### config.mk
export PLATFORM = sky130hd
export DESIGN_NAME = im_seq
export DESIGN_NICKNAME = d
export VERILOG_FILES = /design/src/rtl/im_seq_pkg.sv /design/src/rtl/im_pix_cnt.sv /design/src/rtl/im_seq.sv
export SDC_FILE = /design/constraint.sdc
export NUM_CORES = 1
export LEC_CHECK = 0
export ABC_AREA = 0
export ABC_CLOCK_PERIOD_IN_PS = 2200
export CAP_MARGIN = 40
export CORE_MARGIN = 2
export CORE_UTILIZATION = 52
export DETAILED_ROUTE_END_ITERATION = 10
export PLACE_DENSITY = 0.79
export SLEW_MARGIN = 20
export SYNTH_ARGS = -nofsm -noshare
export SYNTH_HDL_FRONTEND = slang
export SYNTH_HIERARCHICAL = 1
export SYNTH_SLANG_ARGS = --single-unit
### constraint.sdc
create_clock -name clk -period 2.2 [get_ports clk]
set_input_delay 0.66 -clock clk [delete_from_list [all_inputs] [get_ports clk]]
set_output_delay 0.66 -clock clk [all_outputs]
set_load 0.02 [all_outputs]
### src/rtl/im_seq_pkg.sv
// im_seq_pkg: op codes, sequencer state encoding and default frame geometry.
// Supplies a default for `IM_ISEL_W when the surrounding build does not define it.
`ifndef IM_ISEL_W
`define IM_ISEL_W 2
`endif

package im_seq_pkg;

    localparam logic [1:0] OP_COPY = 2'd0;
    localparam logic [1:0] OP_INV  = 2'd1;
    localparam logic [1:0] OP_THR  = 2'd2;

    typedef enum logic [1:0] {
        IDLE  = 2'd0,
        RUN   = 2'd1,
        DRAIN = 2'd2,
        DONE  = 2'd3
    } state_t;

    localparam int IMG_W_DEF = 640;
    localparam int IMG_H_DEF = 480;

endpackage

### src/rtl/im_pix_cnt.sv
// im_pix_cnt: linear pixel address counter; saturates at NPIX-1 and flags it.
module im_pix_cnt #(
    parameter int IM_ADDR_W = 19,
    parameter int NPIX      = 307200
) (
    input  logic                 clk,
    input  logic                 rst,
    input  logic                 en,
    input  logic                 clr,
    output logic [IM_ADDR_W-1:0] cnt,
    output logic                 last
);

    localparam logic [IM_ADDR_W-1:0] LAST_ADDR = IM_ADDR_W'(NPIX - 1);

    assign last = (cnt == LAST_ADDR);

    always_ff @(posedge clk or negedge rst) begin
        if (!rst) begin
            cnt <= '0;
        end else if (clr) begin
            cnt <= '0;
        end else if (en && !last) begin
            cnt <= cnt + 1'b1;
        end
    end

endmodule

### src/rtl/im_seq.sv
// im_seq: raster-scan ROM->RAM pixel sequencer (copy / invert / threshold).
// Define IM_SEQ_CSUM_EN to add the 16-bit write checksum output csum.
module im_seq
    import im_seq_pkg::*;
#(
    parameter int IM_DATA_W = 8,
    parameter int IM_ADDR_W = 19,
    parameter int IMG_W     = IMG_W_DEF,
    parameter int IMG_H     = IMG_H_DEF
) (
    input  logic                   clk,
    input  logic                   rst,
    input  logic                   start,
    input  logic                   abort,
    input  logic                   hold,
    input  logic [1:0]             op,
    input  logic [IM_DATA_W-1:0]   thresh,
    input  logic [`IM_ISEL_W-1:0]  src_sel,
    output logic                   busy,
    output logic                   done,
`ifdef IM_SEQ_CSUM_EN
    output logic [15:0]            csum,
`endif
    output logic [`IM_ISEL_W-1:0]  isel,
    output logic                   r_en,
    output logic [IM_ADDR_W-1:0]   r_addr,
    input  logic [IM_DATA_W-1:0]   r_data,
    output logic                   w_en,
    output logic [IM_ADDR_W-1:0]   w_addr,
    output logic [IM_DATA_W-1:0]   w_data
);

    localparam int NPIX = IMG_W * IMG_H;

    state_t                 state;
    state_t                 state_nx;
    logic                   issue;
    logic                   launch;
    logic                   abort_act;
    logic                   pipe_empty;
    logic                   cnt_clr;
    logic                   cnt_last;
    logic [IM_ADDR_W-1:0]   cnt;
    logic [1:0]             op_q;
    logic [IM_DATA_W-1:0]   thr_q;
    logic                   vld_p1;
    logic [IM_ADDR_W-1:0]   addr_p1;

    function automatic logic [IM_DATA_W-1:0] pix_f(
        input logic [1:0]           op_sel,
        input logic [IM_DATA_W-1:0] px,
        input logic [IM_DATA_W-1:0] lvl
    );
        logic [IM_DATA_W-1:0] res;
        case (op_sel)
            OP_COPY: res = px;
            OP_INV:  res = ~px;
            OP_THR:  res = (px >= lvl) ? '1 : '0;
            default: res = px;
        endcase
        return res;
    endfunction

    im_pix_cnt #(
        .IM_ADDR_W (IM_ADDR_W),
        .NPIX      (NPIX)
    ) u_cnt (
        .clk  (clk),
        .rst  (rst),
        .en   (issue),
        .clr  (cnt_clr),
        .cnt  (cnt),
        .last (cnt_last)
    );

    // The first read is issued on the same edge that samples start.
    always_comb begin
        state_nx   = state;
        issue      = 1'b0;
        launch     = 1'b0;
        abort_act  = abort && (state != IDLE);
        pipe_empty = !r_en && !vld_p1 && !w_en;
        case (state)
            IDLE: begin
                if (start && !abort) begin
                    issue    = 1'b1;
                    launch   = 1'b1;
                    state_nx = cnt_last ? DRAIN : RUN;
                end
            end
            RUN: begin
                if (abort) begin
                    state_nx = IDLE;
                end else if (!hold) begin
                    issue = 1'b1;
                    if (cnt_last) begin
                        state_nx = DRAIN;
                    end
                end
            end
            DRAIN: begin
                if (abort) begin
                    state_nx = IDLE;
                end else if (pipe_empty) begin
                    state_nx = DONE;
                end
            end
            DONE: begin
                state_nx = IDLE;
            end
            default: begin
                state_nx = IDLE;
            end
        endcase
        cnt_clr = abort_act || (state == DONE);
    end

    // Stage 0: control, read issue and latched pass configuration.
    // Stage 2: write port, fed from stage 1 and the returning read data.
    always_ff @(posedge clk or negedge rst) begin
        if (!rst) begin
            state  <= IDLE;
            busy   <= 1'b0;
            done   <= 1'b0;
            isel   <= '0;
            op_q   <= OP_COPY;
            thr_q  <= '0;
            r_en   <= 1'b0;
            r_addr <= '0;
            vld_p1 <= 1'b0;
            w_en   <= 1'b0;
            w_addr <= '0;
            w_data <= '0;
        end else begin
            state  <= state_nx;
            busy   <= (state_nx != IDLE);
            done   <= (state_nx == DONE);
            r_en   <= issue;
            vld_p1 <= r_en && !abort_act;
            w_en   <= vld_p1 && !abort_act;
            if (launch) begin
                isel  <= src_sel;
                op_q  <= op;
                thr_q <= thresh;
            end
            if (issue) begin
                r_addr <= cnt;
            end
            if (vld_p1) begin
                w_addr <= addr_p1;
                w_data <= pix_f(op_q, r_data, thr_q);
            end
        end
    end

    // Stage 1: address travels alongside the read in flight.
    always_ff @(posedge clk) begin
        addr_p1 <= r_addr;
    end

`ifdef IM_SEQ_CSUM_EN
    always_ff @(posedge clk or negedge rst) begin
        if (!rst) begin
            csum <= '0;
        end else if (launch) begin
            csum <= '0;
        end else if (w_en) begin
            csum <= csum + 16'(w_data);
        end
    end
`endif

endmodule
==> impl_metrics.py <==
metrics = {
    "yosys": {
        "synth_cell_types": 54,
        "synthArstFlopShare_pct": 81.6,
        "ys_ff_latch": 103,
        "synth_top_area_share_pct": 49.5,
        "synth_warnings": 6,
        "synth_top_area_cell": "dfrtp_1",
        "synth_area_leaders": "dfrtp_1, mux2_2, dfxtp_1",
        "synth_area_um2": 4240,
        "ys_seq_area_share_pct": 58.5,
        "netlist_instances": 341,
        "synth-edff-count": 0,
        "syn-num-nets": 377,
        "syn_area_per_cell_um2": 12.4,
        "synthFlopType": "dfrtp_1",
    },
    "worst_setup_path": {
        "worst-setup-path-type": "reg -> out",
        "required_ns": 1.54,
        "startpoint_type": "flop",
        "cp_slowest_cell": "clkdlybuf4s50_1",
        "worst-path-buf-inv": 1,
        "critical-path-top-delay-family": "buffers and inverters",
        "crit_chain": "clkdlybuf4s50_1",
        "critPathArrivalTime_ns": 1.45,
        "rr_startpoint": "u_cnt/cnt[16]$_DFFE_PN0P_",
        "crit_fanout": 3,
        "critical-path-max-stage-delay_ns": 0.65,
        "end_kind": "output pin",
        "crit_path_start": "r_addr[1]$_DFFE_PN0P_",
    },
    "power": {
        "power_density_nw_per_um2": 790,
        "combPwrFrac_pct": 21.1,
        "vdd_drop_max_v": 0.000492,
        "clkPwrFrac_pct": 26.7,
        "finalPower_mw": 4.29,
        "switching_share_pct": 30.3,
        "seq_power_share_pct": 52.2,
        "p_leak_nw": 2.41,
        "switchingPower_mw": 1.30,
        "p_int_mw": 2.99,
    },
    "global_routing": {
        "grt_max_degree": 54,
        "antenna_found_initial": 0,
        "grt_pass1_wl_um": 15000,
        "grtUsageTotal_pct": 21.8,
        "grt_overflow": 0,
        "grt_pass1_vias": 3155,
    },
    "detailed_routing": {
        "wl_met3_um": 391,
        "drtPass1Iterations": 4,
        "vias_per_cell": 5.48,
        "drc": 0,
        "met1_length_um": 3830,
        "drtAntennaViolNets": 0,
        "wl_per_cell_um": 15.9,
        "wl_met2_um": 4230,
        "vias": 2980,
        "totalWireLength_um": 8620,
        "drtIter0Drc": 168,
        "routed.top_layer": "met4",
    },
    "clocking": {
        "htree_levels": 3,
        "cts_tree": "yes",
        "postCtsSetupRepairBufs": 0,
        "cts_max_path_buffers": 2,
        "hold_buffers": 0,
        "cts.clk_slew.worst_paths_ns": 0.10,
        "clk_latency_ns": 0.37,
        "cts_sinks": 103,
        "cts_root_buffer": "clkbuf_8",
        "post_cts_resized": 0,
        "numCtsBuffers": 9,
    },
    "finish": {
        "final_cell_mix": "dfrtp_1, clkdlybuf4s50_1, mux2_2, buf_4",
        "final_common_cell": "dfrtp_1",
        "nFillCells": 610,
        "final_nets": 473,
        "utilization_pct": 69.6,
        "area_growth_pct": 28.1,
        "multiInputGateArea_um2": 1620,
        "n_antenna_cell": 0,
        "seq_area_um2": 2480,
        "layout-drive-gt1-share_pct": 20.1,
    },
    "placed_design": {
        "dpl.hpwl_um": 6250,
        "gp_congestion": 0.812,
        "port_buffers": 76,
        "pre_cts_ws_ns": -0.304,
    },
    "sta": {
        "slew_violations": 0,
        "hold_viol_final": 0,
        "setup_viol": 0,
        "max_freq_mhz": 474,
        "rsz0062_at_grt": "no",
        "setup_tns_ns": 0,
        "max_slew_margin_pct": 69.2,
        "post-route-period-util_pct": 95.9,
        "min_period_ns": 2.11,
        "worst-slew-pin-transition_ns": 0.462,
        "clock_skew_ns": 0.00757,
        "worst_slack_ns": 0.0912,
    },
    "floorplan": {
        "initial_core_util_pct": 54.3,
        "rows": 32,
        "ioPinCount": 77,
        "coreArea_um2": 7810,
        "dieArea_um2": 8900,
        "chipWidth_um": 94.3,
        "die_h_um": 94.3,
    },
    "job": {
        "max_cap_violations": 0,
    },
    "run_status": {
        "status": "finished, final reports clean",
    },
    "min_path": {
        "hp-class": "in -> async",
    },
}
-- worst paths after layout --
check,to,slack (ns),cells after the start
setup / recovery,r_addr[1],0.09,1
hold / removal,thr_q[3]$_DFFE_PN0P_,0.22,1
setup reg to reg,busy$_DFF_PN0_,0.22,8
hold reg to reg,addr_p1[2]$_DFF_P_,0.40,0
max in group asynchronous,w_addr[17]$_DFFE_PN0P_,1.37,2
min in group clk,addr_p1[2]$_DFF_P_,0.40,0
-- power by group through the flow --
| stage | registers (mW) | clock network [mW] | logic, mW |
|---|---|---|---|
| finish | 2.24 | 1.15 | 0.904 |
| global route | 2.27 | 1.25 | 0.986 |
| CTS | 2.24 | 1.17 | 0.911 |
| detailed placement | 2.28 | 0 | 0.904 |
| global placement | 2.27 | 0 | 0.875 |
| floorplan | 2.38 | 0 | 0.328 |
-- metal layers --
layer | track usage [%] | vias to the layer above
met5 | 0 | -
met4 | 9.78 | 0
met3 | 4.15 | 14
met2 | 36.6 | 98
met1 | 27.6 | 1475
li1 | - | 1393
-- flip-flops by register name, summed over array words and instances (netlist names), 2 cells and up --
| signal | flops |
|---|---|
| op_q | 2 |
| u_cnt/cnt | 19 |
| w_data | 8 |
| isel | 2 |
| thr_q | 8 |
| w_addr | 19 |
| r_addr | 19 |
| state | 2 |
| addr_p1 | 19 |
-- cell type report --
type / count / share of cell area (%)
clock buffer: 9 / 2.28
clock inverter: 7 / 1.29
inverter: 12 / 0.829
multi-input combinational: 213 / 29.9
sequential: 103 / 45.7
tap: 102 / 2.35
timing repair buffer: 98 / 17.7
-- synthesized netlist by cell type (3+ instances only) --
master,n
nand2_1,19
nor2_1,17
and4_1,5
or3_1,3
buf_6,4
o21ai_0,17
dfrtp_1,84
mux2_1,3
and2_1,3
dfxtp_1,19
nand2b_1,10
nand3_1,7
ha_1,11
nor3_1,3
buf_2,3
inv_1,12
mux2_2,38
o22ai_1,6
nand4_1,4
a21oi_1,19
xnor2_1,11
-- stage by stage --
stage          hold WS (ns)  instances  area (µm²)
2_1_floorplan         0.364        341        4240
3_3_place_gp          0.374        528        5240
5_1_grt               0.244        544        5430
3_5_place_dp          0.377        528        5240
6_report              0.219        544        5430
4_1_cts               0.225        544        5430
-- cells by family (layout without fill, tap and decap cells) --
group / after synthesis / count (layout) / synth area share (%)
compound gates: 56 / 56 / 8.35
xor+xnor: 13 / 13 / 2.68
fa+ha+maj: 12 / 12 / 3.48
buf+inv: 25 / 126 / 3.21
flops: 103 / 103 / 58.5
mux: 42 / 42 / 11.1
simple gates: 90 / 90 / 12.7
No activity file was read; power rests on OpenSTA's default activity.
